File: src/rtl/mult_operand_sequencer_pkg.sv
// Shared definitions for the multiplier operand sequencer: FSM encoding,
// default sizing and the counter-width helper.
package mult_pkg;

    localparam int DATA_W_DEF     = 4;
    localparam int DEB_CYCLES_DEF = 250000;
    localparam int TIMEOUT_DEF    = 64;

    localparam logic [2:0] ST_IDLE    = 3'd0;
    localparam logic [2:0] ST_CAPTURE = 3'd1;
    localparam logic [2:0] ST_LAUNCH  = 3'd2;
    localparam logic [2:0] ST_WAIT    = 3'd3;
    localparam logic [2:0] ST_ACK     = 3'd4;
    localparam logic [2:0] ST_SHOW    = 3'd5;

    typedef enum logic [2:0] {
        S_IDLE    = ST_IDLE,
        S_CAPTURE = ST_CAPTURE,
        S_LAUNCH  = ST_LAUNCH,
        S_WAIT    = ST_WAIT,
        S_ACK     = ST_ACK,
        S_SHOW    = ST_SHOW
    } seq_state_e;

    // Bits needed to count 0..n-1, never less than one.
    function automatic int cnt_w(input int n);
        return (n > 1) ? $clog2(n) : 1;
    endfunction

endpackage

File: src/rtl/mult_key_debounce.sv
// Key conditioner: 2-FF synchronizer followed by a stable-count debouncer.
// Emits the debounced level and a one-cycle pulse on its rising edge.
module mult_key_debounce
    import mult_pkg::*;
#(
    parameter int DEB_CYCLES = DEB_CYCLES_DEF
) (
    input  logic i_clk,
    input  logic i_rst_n,
    input  logic i_key,
    output logic o_level,
    output logic o_rise
);

    localparam int             CW       = cnt_w(DEB_CYCLES);
    localparam logic [CW-1:0]  CNT_LAST = CW'(DEB_CYCLES - 1);

    logic          r_sync1;
    logic          r_sync2;
    logic          r_level;
    logic          r_rise;
    logic [CW-1:0] r_cnt;

    // The count only advances while the synchronized key disagrees with the
    // accepted level; any agreeing sample restarts the run.
    always_ff @(posedge i_clk) begin
        if (!i_rst_n) begin
            r_sync1 <= 1'b0;
            r_sync2 <= 1'b0;
            r_level <= 1'b0;
            r_rise  <= 1'b0;
            r_cnt   <= '0;
        end else begin
            r_sync1 <= i_key;
            r_sync2 <= r_sync1;
            r_rise  <= 1'b0;
            if (r_sync2 == r_level) begin
                r_cnt <= '0;
            end else if (r_cnt == CNT_LAST) begin
                r_level <= r_sync2;
                r_rise  <= r_sync2;
                r_cnt   <= '0;
            end else begin
                r_cnt <= r_cnt + 1'b1;
            end
        end
    end

    assign o_level = r_level;
    assign o_rise  = r_rise;

endmodule

File: src/rtl/mult_operand_sequencer.sv
// Front-end for the shift-add multiplier: conditions keys/switches, launches
// the multiplier, completes Done/Ack and holds the product. Optional WAIT
// timeout is enabled with `define MULT_SEQ_TIMEOUT_EN.
module mult_operand_sequencer
    import mult_pkg::*;
#(
    parameter int DATA_W     = DATA_W_DEF,
    parameter int DEB_CYCLES = DEB_CYCLES_DEF
`ifdef MULT_SEQ_TIMEOUT_EN
    , parameter int TIMEOUT  = TIMEOUT_DEF
`endif
) (
    input  logic                Clock,
    input  logic                Reset,
    input  logic [DATA_W-1:0]   Sw_Q,
    input  logic [DATA_W-1:0]   Sw_R,
    input  logic                Key_Go,
    input  logic                Key_Clr,
    input  logic                Mult_Done,
    input  logic [2*DATA_W-1:0] Mult_P,
    output logic [DATA_W-1:0]   Q_Out,
    output logic [DATA_W-1:0]   R_Out,
    output logic                Start,
    output logic                Ack,
    output logic [2*DATA_W-1:0] P_Hold,
    output logic                Result_Valid,
    output logic                Busy,
    output logic                Timeout_Err,
    output logic [2:0]          Dbg_State,
    output logic [1:0]          Dbg_Keys
);

    seq_state_e          r_state;
    seq_state_e          w_next;
    logic [DATA_W-1:0]   r_swq1, r_swq2, r_swr1, r_swr2;
    logic [DATA_W-1:0]   r_q, r_r;
    logic [2*DATA_W-1:0] r_p;
    logic                r_valid;
    logic                w_go_p, w_clr_p, w_go_lvl, w_clr_lvl;
    logic                w_capture, w_clear, w_latch_p, w_finish;

    mult_key_debounce #(.DEB_CYCLES(DEB_CYCLES)) u_go_deb (
        .i_clk   (Clock),
        .i_rst_n (Reset),
        .i_key   (Key_Go),
        .o_level (w_go_lvl),
        .o_rise  (w_go_p)
    );

    mult_key_debounce #(.DEB_CYCLES(DEB_CYCLES)) u_clr_deb (
        .i_clk   (Clock),
        .i_rst_n (Reset),
        .i_key   (Key_Clr),
        .o_level (w_clr_lvl),
        .o_rise  (w_clr_p)
    );

`ifdef MULT_SEQ_TIMEOUT_EN
    localparam int             TCW       = cnt_w(TIMEOUT);
    localparam logic [TCW-1:0] TCNT_LAST = TCW'(TIMEOUT - 1);
    logic [TCW-1:0] r_tcnt;
    logic           r_terr;
    logic           w_timeout;
`endif

    always_comb begin
        w_next    = r_state;
        w_capture = 1'b0;
        w_clear   = 1'b0;
        w_latch_p = 1'b0;
        w_finish  = 1'b0;
`ifdef MULT_SEQ_TIMEOUT_EN
        w_timeout = 1'b0;
`endif
        case (r_state)
            S_IDLE, S_SHOW: begin
                // CLR takes priority over a simultaneous GO.
                if (w_clr_p) begin
                    w_next  = S_IDLE;
                    w_clear = 1'b1;
                end else if (w_go_p) begin
                    w_next    = S_CAPTURE;
                    w_capture = 1'b1;
                end
            end
            S_CAPTURE: w_next = S_LAUNCH;
            S_LAUNCH:  w_next = S_WAIT;
            S_WAIT: begin
                if (Mult_Done) begin
                    w_next    = S_ACK;
                    w_latch_p = 1'b1;
                end
`ifdef MULT_SEQ_TIMEOUT_EN
                else if (r_tcnt == TCNT_LAST) begin
                    w_next    = S_IDLE;
                    w_timeout = 1'b1;
                end
`endif
            end
            S_ACK: begin
                if (!Mult_Done) begin
                    w_next   = S_SHOW;
                    w_finish = 1'b1;
                end
            end
            default: w_next = S_IDLE;
        endcase
    end

    always_ff @(posedge Clock) begin
        if (!Reset) begin
            r_state <= S_IDLE;
            r_swq1  <= '0;
            r_swq2  <= '0;
            r_swr1  <= '0;
            r_swr2  <= '0;
            r_q     <= '0;
            r_r     <= '0;
            r_p     <= '0;
            r_valid <= 1'b0;
        end else begin
            r_state <= w_next;
            r_swq1  <= Sw_Q;
            r_swq2  <= r_swq1;
            r_swr1  <= Sw_R;
            r_swr2  <= r_swr1;
            if (w_capture) begin
                r_q     <= r_swq2;
                r_r     <= r_swr2;
                r_valid <= 1'b0;
            end
            if (w_clear) begin
                r_q     <= '0;
                r_r     <= '0;
                r_p     <= '0;
                r_valid <= 1'b0;
            end
            if (w_latch_p) r_p     <= Mult_P;
            if (w_finish)  r_valid <= 1'b1;
        end
    end

`ifdef MULT_SEQ_TIMEOUT_EN
    // Held at zero outside WAIT, so it restarts from zero on every entry.
    always_ff @(posedge Clock) begin
        if (!Reset) begin
            r_tcnt <= '0;
            r_terr <= 1'b0;
        end else begin
            r_tcnt <= (r_state == S_WAIT) ? r_tcnt + 1'b1 : '0;
            if (w_timeout)                   r_terr <= 1'b1;
            else if (w_capture || w_clear)   r_terr <= 1'b0;
        end
    end
    assign Timeout_Err = r_terr;
`else
    assign Timeout_Err = 1'b0;
`endif

    assign Q_Out        = r_q;
    assign R_Out        = r_r;
    assign P_Hold       = r_p;
    assign Result_Valid = r_valid;
    assign Start        = (r_state == S_LAUNCH);
    assign Ack          = (r_state == S_ACK);
    assign Busy         = (r_state == S_CAPTURE) || (r_state == S_LAUNCH) ||
                          (r_state == S_WAIT)    || (r_state == S_ACK);
    assign Dbg_State    = r_state;
    assign Dbg_Keys     = {w_clr_lvl, w_go_lvl};

endmodule

File: config.mk
export PLATFORM = sky130hd
export DESIGN_NAME = mult_operand_sequencer
export DESIGN_NICKNAME = d
export VERILOG_FILES = /design/src/rtl/mult_operand_sequencer_pkg.sv /design/src/rtl/mult_key_debounce.sv /design/src/rtl/mult_operand_sequencer.sv
export SDC_FILE = /design/constraint.sdc
export NUM_CORES = 1
export LEC_CHECK = 0
export BUFFER_PORTS_ARGS = -buffer_cell sky130_fd_sc_hd__buf_2
export CAP_MARGIN = 20
export CORE_ASPECT_RATIO = 1.1
export CORE_MARGIN = 2
export CORE_UTILIZATION = 50
export CTS_CLUSTER_DIAMETER = 200
export DETAILED_ROUTE_END_ITERATION = 10
export PLACE_DENSITY = 0.74
export SLEW_MARGIN = 20
export SYNTH_ARGS = -nofsm -noshare
export SYNTH_HDL_FRONTEND = slang
export SYNTH_SLANG_ARGS = --single-unit
File: constraint.sdc
create_clock -name Clock -period 1.6 [get_ports Clock]
set_input_delay 0.32 -clock Clock [delete_from_list [all_inputs] [get_ports Clock]]
set_output_delay 0.32 -clock Clock [all_outputs]
set_load 0.05 [all_outputs]
**After elaboration in Yosys (flattened, before gate mapping)**

Index checks and enable logic that the tools add are counted.

- $add $sub $neg: 2
- Eq/ne operators: 12
- Multiplexer cells: 19
- Bitwise logic cells: 5
- Reduce and logical (&&, ||, !) cells: 15

Operators by type and width:

| kind | count |
|---|---|
| 18-bit by 1-bit adder with 18-bit output, second input constant | 2 |
| 18-bit == test, second input constant | 2 |
| 8-bit two-way mux | 2 |
| 3-bit one-hot mux with 5 select lines | 1 |
| 1-bit two-way mux | 12 |
| 3-bit two-way mux | 4 |
| 3-bit OR reduction | 4 |
| 3-bit by 2-bit == test with 1-bit output, second input constant | 2 |
| 3-bit == test, second input constant | 2 |
| 1-bit NOT | 5 |
| 2-bit != test, second input constant | 2 |
| 2-bit AND reduction | 2 |
| 2-bit OR reduction | 2 |
| 3-bit by 1-bit == test with 1-bit output, second input constant | 1 |
| 3-bit zero test | 1 |
| 1-bit logical OR | 3 |
| 3-bit by 1-bit != test with 1-bit output, second input constant | 1 |
| 3-bit AND reduction | 1 |
| 3-bit nonzero test | 1 |
| 1-bit == test | 2 |
| 2-bit nonzero test | 1 |

- Word-level logic and storage cells: 72
- Flip-flop bits (word level): 80
- Output and inout bits: 26
- Input port bits: 21

**Longest topological paths before layout**

Gate-level depths: netlist of run 1.

- Depth in word-level cells: 6
- Gate-level depth with buffers: 6
- Gate-level depth less buffers: 5

**Modules after synthesis**

From an unflattened synthesis of run 1, not the netlist that was laid out.

- Cells, all modules: 319
- Area total of the unflattened synthesis: 3,169.3 um2

Modules (own cells, without submodules):

| module | area each (um2) | times used | sequential area each (um2) | cells each |
|---|---|---|---|---|
| mult_key_debounce | 973.4 | 2 | 440.4 | 107 |
| mult_operand_sequencer | 1,222.4 | 1 | 720.7 | 105 |

**Worst setup path after synthesis of run 1**

No wires, ideal clock.

- Kind: flip-flop to output port
- From: register r_state[1] (netlist: Dbg_State[1])
- To: output port Start
- Arrival time: 1,946 ps
- Stages on the path, launching flop included: 2
- Data required time: 1,280 ps
- Slack: -666 ps
- Path buffers: 0
- Path through: dfxtp_1 > nor3b_1

- Longest elaborated chain between the ends: 1

Ends and longest elaborated chain:

| element | RTL line | source |
|---|---|---|
| from (decl) | mult_operand_sequencer.sv:33 | `seq_state_e r_state;` |
| from (signal assigned) | mult_operand_sequencer.sv:122 | `r_state <= w_next;` |
| 3-bit by 2-bit == test with 1-bit output | mult_operand_sequencer.sv:164 | `assign Start = (r_state == S_LAUNCH);` |
| to (decl) | mult_operand_sequencer.sv:23 | `output logic Start,` |

No other way between the ends.

**Worst setup path in the final report of run 1**

- From: register u_go_deb.r_cnt[2]
- To: register u_go_deb.r_cnt[17]

- Longest elaborated chain between the ends: 2
- Elaborated cells between the ends (all ways): 3
- Those cells by class: add/sub (1); eq/ne (1); reduce/logical (1)

Ends and longest elaborated chain:

| element | RTL line | source |
|---|---|---|
| from (decl) | mult_key_debounce.sv:22 | `logic [CW-1:0] r_cnt;` |
| from (signal assigned) | mult_key_debounce.sv:44 | `r_cnt <= r_cnt + 1'b1;` |
| branches (longest 2 deep; another with 18-bit by 1-bit adder with 18-bit output) | - |  |

Several ways; the timed one is not identified.
A chain may end at the register's enable or synchronous reset.

==> results of run 1 <==
## logic make-up (layout without fill, tap and decap cells)
family / count (synthesis) / count (layout) / share of synthesized area (%)
flip-flops: 80 / 80 / 50.73
XOR/XNOR: 32 / 32 / 8.878
adder cells (fa/ha/maj): 2 / 2 / 0.7926
AND/OR/NAND/NOR: 167 / 167 / 27.55
multiplexers: 9 / 9 / 2.854
AO/OA/AOI/OAI: 24 / 24 / 5.588
buffers and inverters: 22 / 97 / 3.488
other: 1 / 1 / 0.1188
## cell usage after synthesis, types with 2 or more instances
cell type,number
buf_4,3
inv_1,8
ha_1,2
a22oi_1,8
dfxtp_1,80
and2_1,23
nand2_1,16
nor4_1,11
xor2_1,11
nand4_1,13
xnor2_1,21
nor3_1,6
nand3_1,15
nor4b_1,3
o22ai_1,2
or3_1,2
and3_1,6
o31ai_1,2
mux2i_1,9
nor2_1,53
a21oi_1,5
nor2b_1,11
buf_2,4
clkbuf_1,6
## power by group
| group | internal (mW) | leakage (nW) | switching [mW] | total [mW] |
|---|---|---|---|---|
| registers | 2.01 | 0.655 | 0.00812 | 2.02 |
| clock network | 0.788 | 0.110 | 0.768 | 1.56 |
| logic | 0.0449 | 0.820 | 0.0450 | 0.0899 |
## per-layer routing
layer  wire, microns  GRT usage [%]  vias up
met5               0              0        -
met4             133          8.629        0
met3             257          5.705       14
met2            3003          30.40       51
met1            2766          21.53     1172
li1                -              -     1291
## registers in the layout, indices dropped and copies added, names as in the netlist, 3 cells and up
| register | flops |
|---|---|
| Q_Out | 4 |
| r_swr1 | 4 |
| r_swq2 | 4 |
| R_Out | 4 |
| u_go_deb.r_cnt | 18 |
| Dbg_State | 3 |
| r_swq1 | 4 |
| r_swr2 | 4 |
| P_Hold | 8 |
| u_clr_deb.r_cnt | 18 |
## through the flow
stage | std cells | total power [mW] | util [%] | instance area [sq um] | worst slack (ps)
after detailed placement | 474 | 2.159 | 59.90 | 3687 | -16.81
after floorplan | 337 | 2.118 | - | 3228 | 1.842
after global placement | 474 | 2.156 | 59.90 | 3687 | 47.28
after CTS | 491 | 3.703 | 63.94 | 3936 | 2.404
final | 492 | 3.662 | 64.88 | 3994 | -23.64
after global routing | 492 | 3.800 | 64.88 | 3994 | -32.49
## layout make-up
class,count,share of cell area (%)
Sequential cell,80,40.70
Multi-Input combinational cell,235,38.47
Timing Repair Buffer,73,12.31
Clock buffer,10,3.446
Tap cell,80,2.506
Clock inverter,6,1.817
Inverter,8,0.7519
## what timing repair did
| action | in CTS | in global routing |
|---|---|---|
| buffers inserted | 1 | 1 |
| setup endpoints to repair | 5 | 24 |
| gates cloned | 0 | 0 |
| gates resized for setup | 13 | 10 |
| pin swaps | 1 | 1 |
## worst max-delay path by stage
stage / end / slack (ps) / cells after the start
after CTS: Ack / 2 / 3
after detailed placement: u_go_deb.r_cnt[17] / -20 / 4
after floorplan: u_clr_deb.r_cnt[13] / 2 / 6
after global placement: u_go_deb.o_rise / 50 / 5
after global routing: u_go_deb.r_cnt[8] / -30 / 6
final: u_go_deb.r_cnt[17] / -20 / 4
==> impl_metrics.yaml, run 1 <==
worst_setup_path:
  setup.worst_path.start_class: "flip-flop"
  reg2reg_depth: 4
  crit_slowest_cell: "or4_1"
  crit_chain: "nand4_1 -> or3_4 -> or4_1 -> a21oi_1"
  r2r_end: "u_go_deb.r_cnt[17]"
  worstPathMaxFanout: 3
  critical_path.max_stage_delay_ps: 470
  reg2reg_slack_ps: -20
  cp-startpoint: "u_go_deb.r_cnt[2]"
  r2r-start: "u_go_deb.r_cnt[2]"
  crit_family: "simple AND/OR/NAND/NOR gates"
  required_ps: 1880
  cp-end-kind: "flip-flop"
  cp.arrival_ps: 1910
  critical_path_buf_inv_count: 0
  critPathKind: "reg -> reg"
clocking:
  h-tree-depth: 3
  path_clk_slew_ps: 80
  cts_made_buffers: 9
  clk_path_buf_depth: 2
  clk_latency_ps: 350
  cts_tree: "built"
  cts.sinks: 80
  cts_hold_buffers: 0
  cts-root-buf: "clkbuf_8"
sta:
  timing.final.crit_share_pct: 101.5
  setup_viol: 1
  fmax_mhz: 615.9
  period_needed_ps: 1624
  hold_slack_ps: 170.6
  setup_tns_ps: -23.64
  hold_violations: 0
  maxSlewViolCount: 0
  fin_ws_ps: -23.64
  fin_skew_ps: 8.314
  rsz0062_at_grt: "yes"
final_layout:
  layout_common_cells: "69 x dfxtp_1, 51 x nor2_1, 42 x buf_2, 25 x buf_4, 23 x and2_1"
  fillers: 511
  diodes: 0
  syn2layout_area_growth_pct: 26.52
  final_common_cell: "dfxtp_1"
  drive_gt1_share_pct: 28.16
  multi_input_area_sq_um: 1536
  regArea_sq_um: 1625
  final_nets: 430
drt:
  drc: 0
  wirelength_microns: 6161
  first_pass_iters: 4
  vias: 2528
  drtIter0Drc: 87
  postRouteAntennaNets: 0
  routedWlPerCell_microns: 12.52
  via_per_inst: 5.138
logic_synthesis:
  synth_flop_cell: "dfxtp_1"
  synth_warnings: 0
  netlist_area_sq_um: 3157
  synth_area_leaders: "dfxtp_1 51%, nor2_1 6.3%, xnor2_1 5.8%"
  seq_area_frac_synth_pct: 50.73
  synth_seq_cells: 80
  yosysTopAreaCell: "dfxtp_1"
  syn_area_per_cell_sq_um: 9.367
  synthCells: 337
  synthArstFlopShare_pct: 0
  synth_edf_count: 0
  synth.distinct_cells: 41
  syn_nets: 360
  synth_top_area_share_pct: 50.73
placed_design:
  io_buffers: 45
  gp_congestion: 0.9430
  hpwl_microns: 4263
floorplanning:
  ios: 47
  start_util_pct: 51.28
  dieArea_sq_um: 6966
  die_h_microns: 87.34
  coreArea_sq_um: 6156
  die_w_microns: 79.76
  num_rows: 30
global_routing:
  antenna_found_initial: 0
  grt_max_degree: 24
  grt_pass1_vias: 2310
  grt_overflow: 0
  track_usage_pct: 18.30
  grt_pass1_wl_microns: 9942
hold_path:
  holdPathEnd: "u_clr_deb.r_sync1"
  hp-start: "Key_Clr"
  hold_class: "in -> reg"
  holdPathStages: 2
outcome:
  status: "finished, violations left"
  violations: "negative setup slack"
power_and_ir_drop:
  leakage_nw: 1.585
  p_per_area_nw_per_um2: 916.8
  ir_worst_vdd_mv: 0.5104
job:
  maxCapViolCount: 0
Note: power is estimated with default switching activity, not from simulation.
==> inputs of run 2 (changes only) <==
- SKIP_CTS_REPAIR_TIMING: default -> 1
==> impl_metrics.yaml, run 2 (synthesis results as in run 1) <==
global_routing:
  antenna_found_initial: 0
  grt_pass1_wl_microns: 9860
  track_usage_pct: 18.17
  grt_use_met3_pct: 5.705
  globalRoute.busiestLayer: "met2"
  grt_use_met1_pct: 21.33
  grt_overflow: 0
  grt_pass1_vias: 2299
  met2_usage_pct: 30.18
  grt_max_degree: 24
sta:
  setup_viol: 1
  fmax_mhz: 620.9
  fin_skew_ps: 9.592
  maxSlewViolCount: 0
  fin_ws_ps: -10.60
  hold_violations: 0
  timing.final.crit_share_pct: 100.7
  rsz0062_at_grt: "yes"
  period_needed_ps: 1611
  hold_slack_ps: 166.8
final_layout:
  drive_gt1_share_pct: 28.81
  fillers: 509
  diodes: 0
  multi_input_area_sq_um: 1545
  final_common_cell: "dfxtp_1"
  final_nets: 431
  layout_common_cells: "69 x dfxtp_1, 50 x nor2_1, 42 x buf_2, 27 x buf_4, 23 x and2_1"
  regArea_sq_um: 1628
  syn2layout_area_growth_pct: 26.99
  final_cells: 493
clocking:
  cts-root-buf: "clkbuf_8"
  clk_path_buf_depth: 2
  h-tree-depth: 3
  cts_tree: "built"
  path_clk_slew_ps: 90
  cts_made_buffers: 9
  cts.sinks: 80
  clk_latency_ps: 350
outcome:
  status: "finished, violations left"
  violations: "negative setup slack"
power_and_ir_drop:
  p_per_area_nw_per_um2: 914.1
  seqPwrFrac_pct: 55.0
  leakage_nw: 1.593
  netSwitchingFraction_pct: 22.53
  ir_worst_vdd_mv: 0.5109
  intPower_mw: 2.839
  power_frac_comb_pct: 2.5
  p_clk_share_pct: 42.6
  switchingPower_mw: 0.8257
placed_design:
  hpwl_microns: 4263
  io_buffers: 45
  dp.cells: 474
  gp_congestion: 0.9430
drt:
  drtIter0Drc: 88
  drc: 0
  vias: 2538
  first_pass_iters: 4
  wirelength_microns: 6252
  via_per_inst: 5.148
  routedWlPerCell_microns: 12.68
  postRouteAntennaNets: 0
worst_setup_path:
  critPathKind: "reg -> reg"
  worstPathMaxFanout: 3
  required_ps: 1890
  cp-end-kind: "flip-flop"
  cp.arrival_ps: 1900
  setup.worst_path.start_class: "flip-flop"
floorplanning:
  start_util_pct: 51.28
  die_h_microns: 87.34
  num_rows: 30
  coreArea_sq_um: 6156
  ios: 47
  dieArea_sq_um: 6966
  die_w_microns: 79.76
job:
  maxCapViolCount: 0
hold_path:
  hold_class: "in -> reg"
-- run 2: final timing paths --
check,depth (start not counted),slack [ps],to,from
max,4,-10,u_go_deb.r_cnt[17],u_go_deb.r_cnt[5]
min,2,170,u_clr_deb.r_sync1,Key_Clr
max reg2reg,4,-10,u_go_deb.r_cnt[17],u_go_deb.r_cnt[5]
min reg2reg,1,440,r_swr2[3],r_swr1[3]
-- run 2: critical path: stages, from the launching register on --
cell	delay (ps)
dfxtp_2	370
nand4_1	150
or3_4	390
or4_1	470
a21oi_1	170
-- run 2: cell type report --
class	count	area share, %
Clock buffer	10	3.433
Clock inverter	6	1.810
Inverter	8	0.7491
Multi-Input combinational cell	235	38.55
Sequential cell	80	40.61
Tap cell	80	2.497
Timing Repair Buffer	74	12.36
-- run 2: power by group through the flow --
| stage | combinational [mW] | sequential [mW] | clock [mW] |
|---|---|---|---|
| 6_report | 0.0902 | 2.01 | 1.56 |
| 5_1_grt | 0.0990 | 2.02 | 1.68 |
| 4_1_cts | 0.0905 | 2.02 | 1.60 |
| 3_5_place_dp | 0.0902 | 2.07 | 0 |
| 3_3_place_gp | 0.0886 | 2.07 | 0 |
| 2_1_floorplan | 0.0512 | 2.07 | 0 |
-- run 2: stage by stage --
step | power (mW) | setup TNS [ps] | worst slack, ps | utilization [%] | cell area (sq um)
after global routing | 3.797 | -333.3 | -62.30 | 65.12 | 4009
after CTS | 3.708 | -444.3 | -213.5 | 63.31 | 3897
after detailed placement | 2.159 | -16.81 | -16.81 | 59.90 | 3687
after floorplan | 2.118 | 0 | 1.842 | - | 3228
final | 3.664 | -10.60 | -10.60 | 65.12 | 4009
after global placement | 2.156 | 0 | 47.28 | 59.90 | 3687
-- run 2: routing by layer --
layer  vias to the layer above  wire length, microns
li1                       1290                     -
met1                      1185                  2786
met2                        49                  3085
met3                        14                   253
met4                         0                   127
met5                         -                     0
==> inputs of run 3 (changes only) <==
- BUFFER_PORTS_ARGS: -buffer_cell sky130_fd_sc_hd__buf_2 -> -buffer_cell sky130_fd_sc_hd__buf_4
- PLACE_DENSITY: 0.74 -> 0.71
- clock period: 1.6 -> 1.5 ns (I/O delays scaled with it)
==> impl_metrics.yaml, run 3 (synthesis results as in run 1) <==
sta:
  setup_viol: 22
  fin_ws_ps: -53.94
  fmax_mhz: 643.5
  period_needed_ps: 1554
  timing.final.crit_share_pct: 103.6
  fin_skew_ps: 10.55
  hold_violations: 0
  rsz0062_at_grt: "yes"
  setup_tns_ps: -843.7
  maxSlewViolCount: 0
worst_setup_path:
  worstPathMaxFanout: 2
  critPathKind: "reg -> reg"
  crit_chain: "or3_1 -> or3_4 -> or2_1 -> nor3_2"
  cp-end-kind: "flip-flop"
  cp.arrival_ps: 1820
  critical_path.max_stage_delay_ps: 370
  cp-startpoint: "u_go_deb.r_cnt[11]"
  setup.worst_path.start_class: "flip-flop"
  r2r-start: "u_go_deb.r_cnt[11]"
  crit_slowest_cell: "or3_1"
  required_ps: 1770
final_layout:
  final_nets: 440
  diodes: 0
  drive_gt1_share_pct: 33.18
  final_common_cell: "buf_4"
  layout_common_cells: "76 x buf_4, 61 x dfxtp_1, 51 x nor2_1, 23 x and2_1, 19 x xnor2_1"
  final_cells: 502
  fin_util_pct: 67.78
  syn2layout_area_growth_pct: 32.18
floorplanning:
  ios: 47
  die_w_microns: 79.76
  start_util_pct: 51.28
  die_h_microns: 87.34
  coreArea_sq_um: 6156
  num_rows: 30
  dieArea_sq_um: 6966
outcome:
  violations: "negative setup slack"
  status: "finished, violations left"
power_and_ir_drop:
  seqPwrFrac_pct: 58.5
  p_per_area_nw_per_um2: 880.3
  switchingPower_mw: 0.8577
  p_clk_share_pct: 38.5
  ir_worst_vdd_mv: 0.4851
  intPower_mw: 2.816
  netSwitchingFraction_pct: 23.35
  leakage_nw: 1.618
  p_total_mw: 3.673
  power_frac_comb_pct: 3.0
clocking:
  cts-root-buf: "clkbuf_8"
  clk_latency_ps: 350
  cts_made_buffers: 9
  path_clk_slew_ps: 90
  cts_tree: "built"
  h-tree-depth: 3
  clk_path_buf_depth: 2
  cts.sinks: 80
hold_path:
  hold_class: "in -> reg"
  hp-start: "Sw_R[0]"
drt:
  drtIter0Drc: 94
  vias: 2561
  drc: 0
  routedWlPerCell_microns: 12.68
  first_pass_iters: 4
  wirelength_microns: 6366
  postRouteAntennaNets: 0
  via_per_inst: 5.102
global_routing:
  grt_use_met3_pct: 5.083
  grt_pass1_vias: 2341
  grt_pass1_wl_microns: 10210
  globalRoute.busiestLayer: "met2"
  grt_max_degree: 31
  grt_overflow: 0
  antenna_found_initial: 0
  grt_use_met1_pct: 21.79
  met2_usage_pct: 32.24
  track_usage_pct: 18.68
placed_design:
  hpwl_microns: 4324
  dp.cells: 478
  gp_congestion: 0.8336
  io_buffers: 45
job:
  maxCapViolCount: 0
-- run 3: cell count changes in the layout (fill, tap and decap cells not counted), sizes merged --
cell      change
inv           -1
buf           +8
clkinvlp      +3
bufinv        -1
-- run 3: final cells by class --
type	count	area, sq um
fillers	512	1983
clock inverters	7	53.80
inverters	8	30.03
flip-flops and latches	80	1635
multi-input cells	235	1574
repair buffers	83	655.6
well taps	80	100.1
clock buffers	9	123.9
-- run 3: through the flow --
stage / area [sq um] / hold slack (ps) / worst slack [ps]
after floorplan: 3276 / 411.9 / -80.46
after global placement: 3859 / 414.5 / -13.26
after detailed placement: 3859 / 421.8 / -52.16
after CTS: 4036 / 142.7 / -161.2
after global routing: 4173 / 144.4 / -144.1
final: 4173 / 157.6 / -53.94
-- run 3: power by group through the flow --
stage / combinational [mW] / clock [mW] / sequential, mW
global placement: 0.108 / 0 / 2.20
global route: 0.122 / 1.57 / 2.15
detailed placement: 0.110 / 0 / 2.20
CTS: 0.111 / 1.47 / 2.15
floorplan: 0.0555 / 0 / 2.20
finish: 0.110 / 1.41 / 2.15
-- run 3: metal layers --
metal | part of all wire (%) | vias to the layer above | wire length [microns]
met5 | 0 | - | 0
met4 | 1.7 | 0 | 110
met3 | 3.3 | 9 | 209
met2 | 51 | 46 | 3225
met1 | 44 | 1194 | 2819
li1 | - | 1312 | -
-- run 3: critical path: cells and delay by family, from the launching register on --
kind / cells / cell delay [ps]
DFF: 1 / 320
and+or+nand+nor: 4 / 1170
-- run 3: path summary, 6_finish.rpt --
check                    endpoint  slack, ps  cells past startpoint
setup / recovery  u_go_deb.o_rise        -50                      4
hold / removal          r_swr1[0]        160                      2
setup reg to reg  u_go_deb.o_rise        -50                      4
hold reg to reg         r_swr2[0]        440                      1
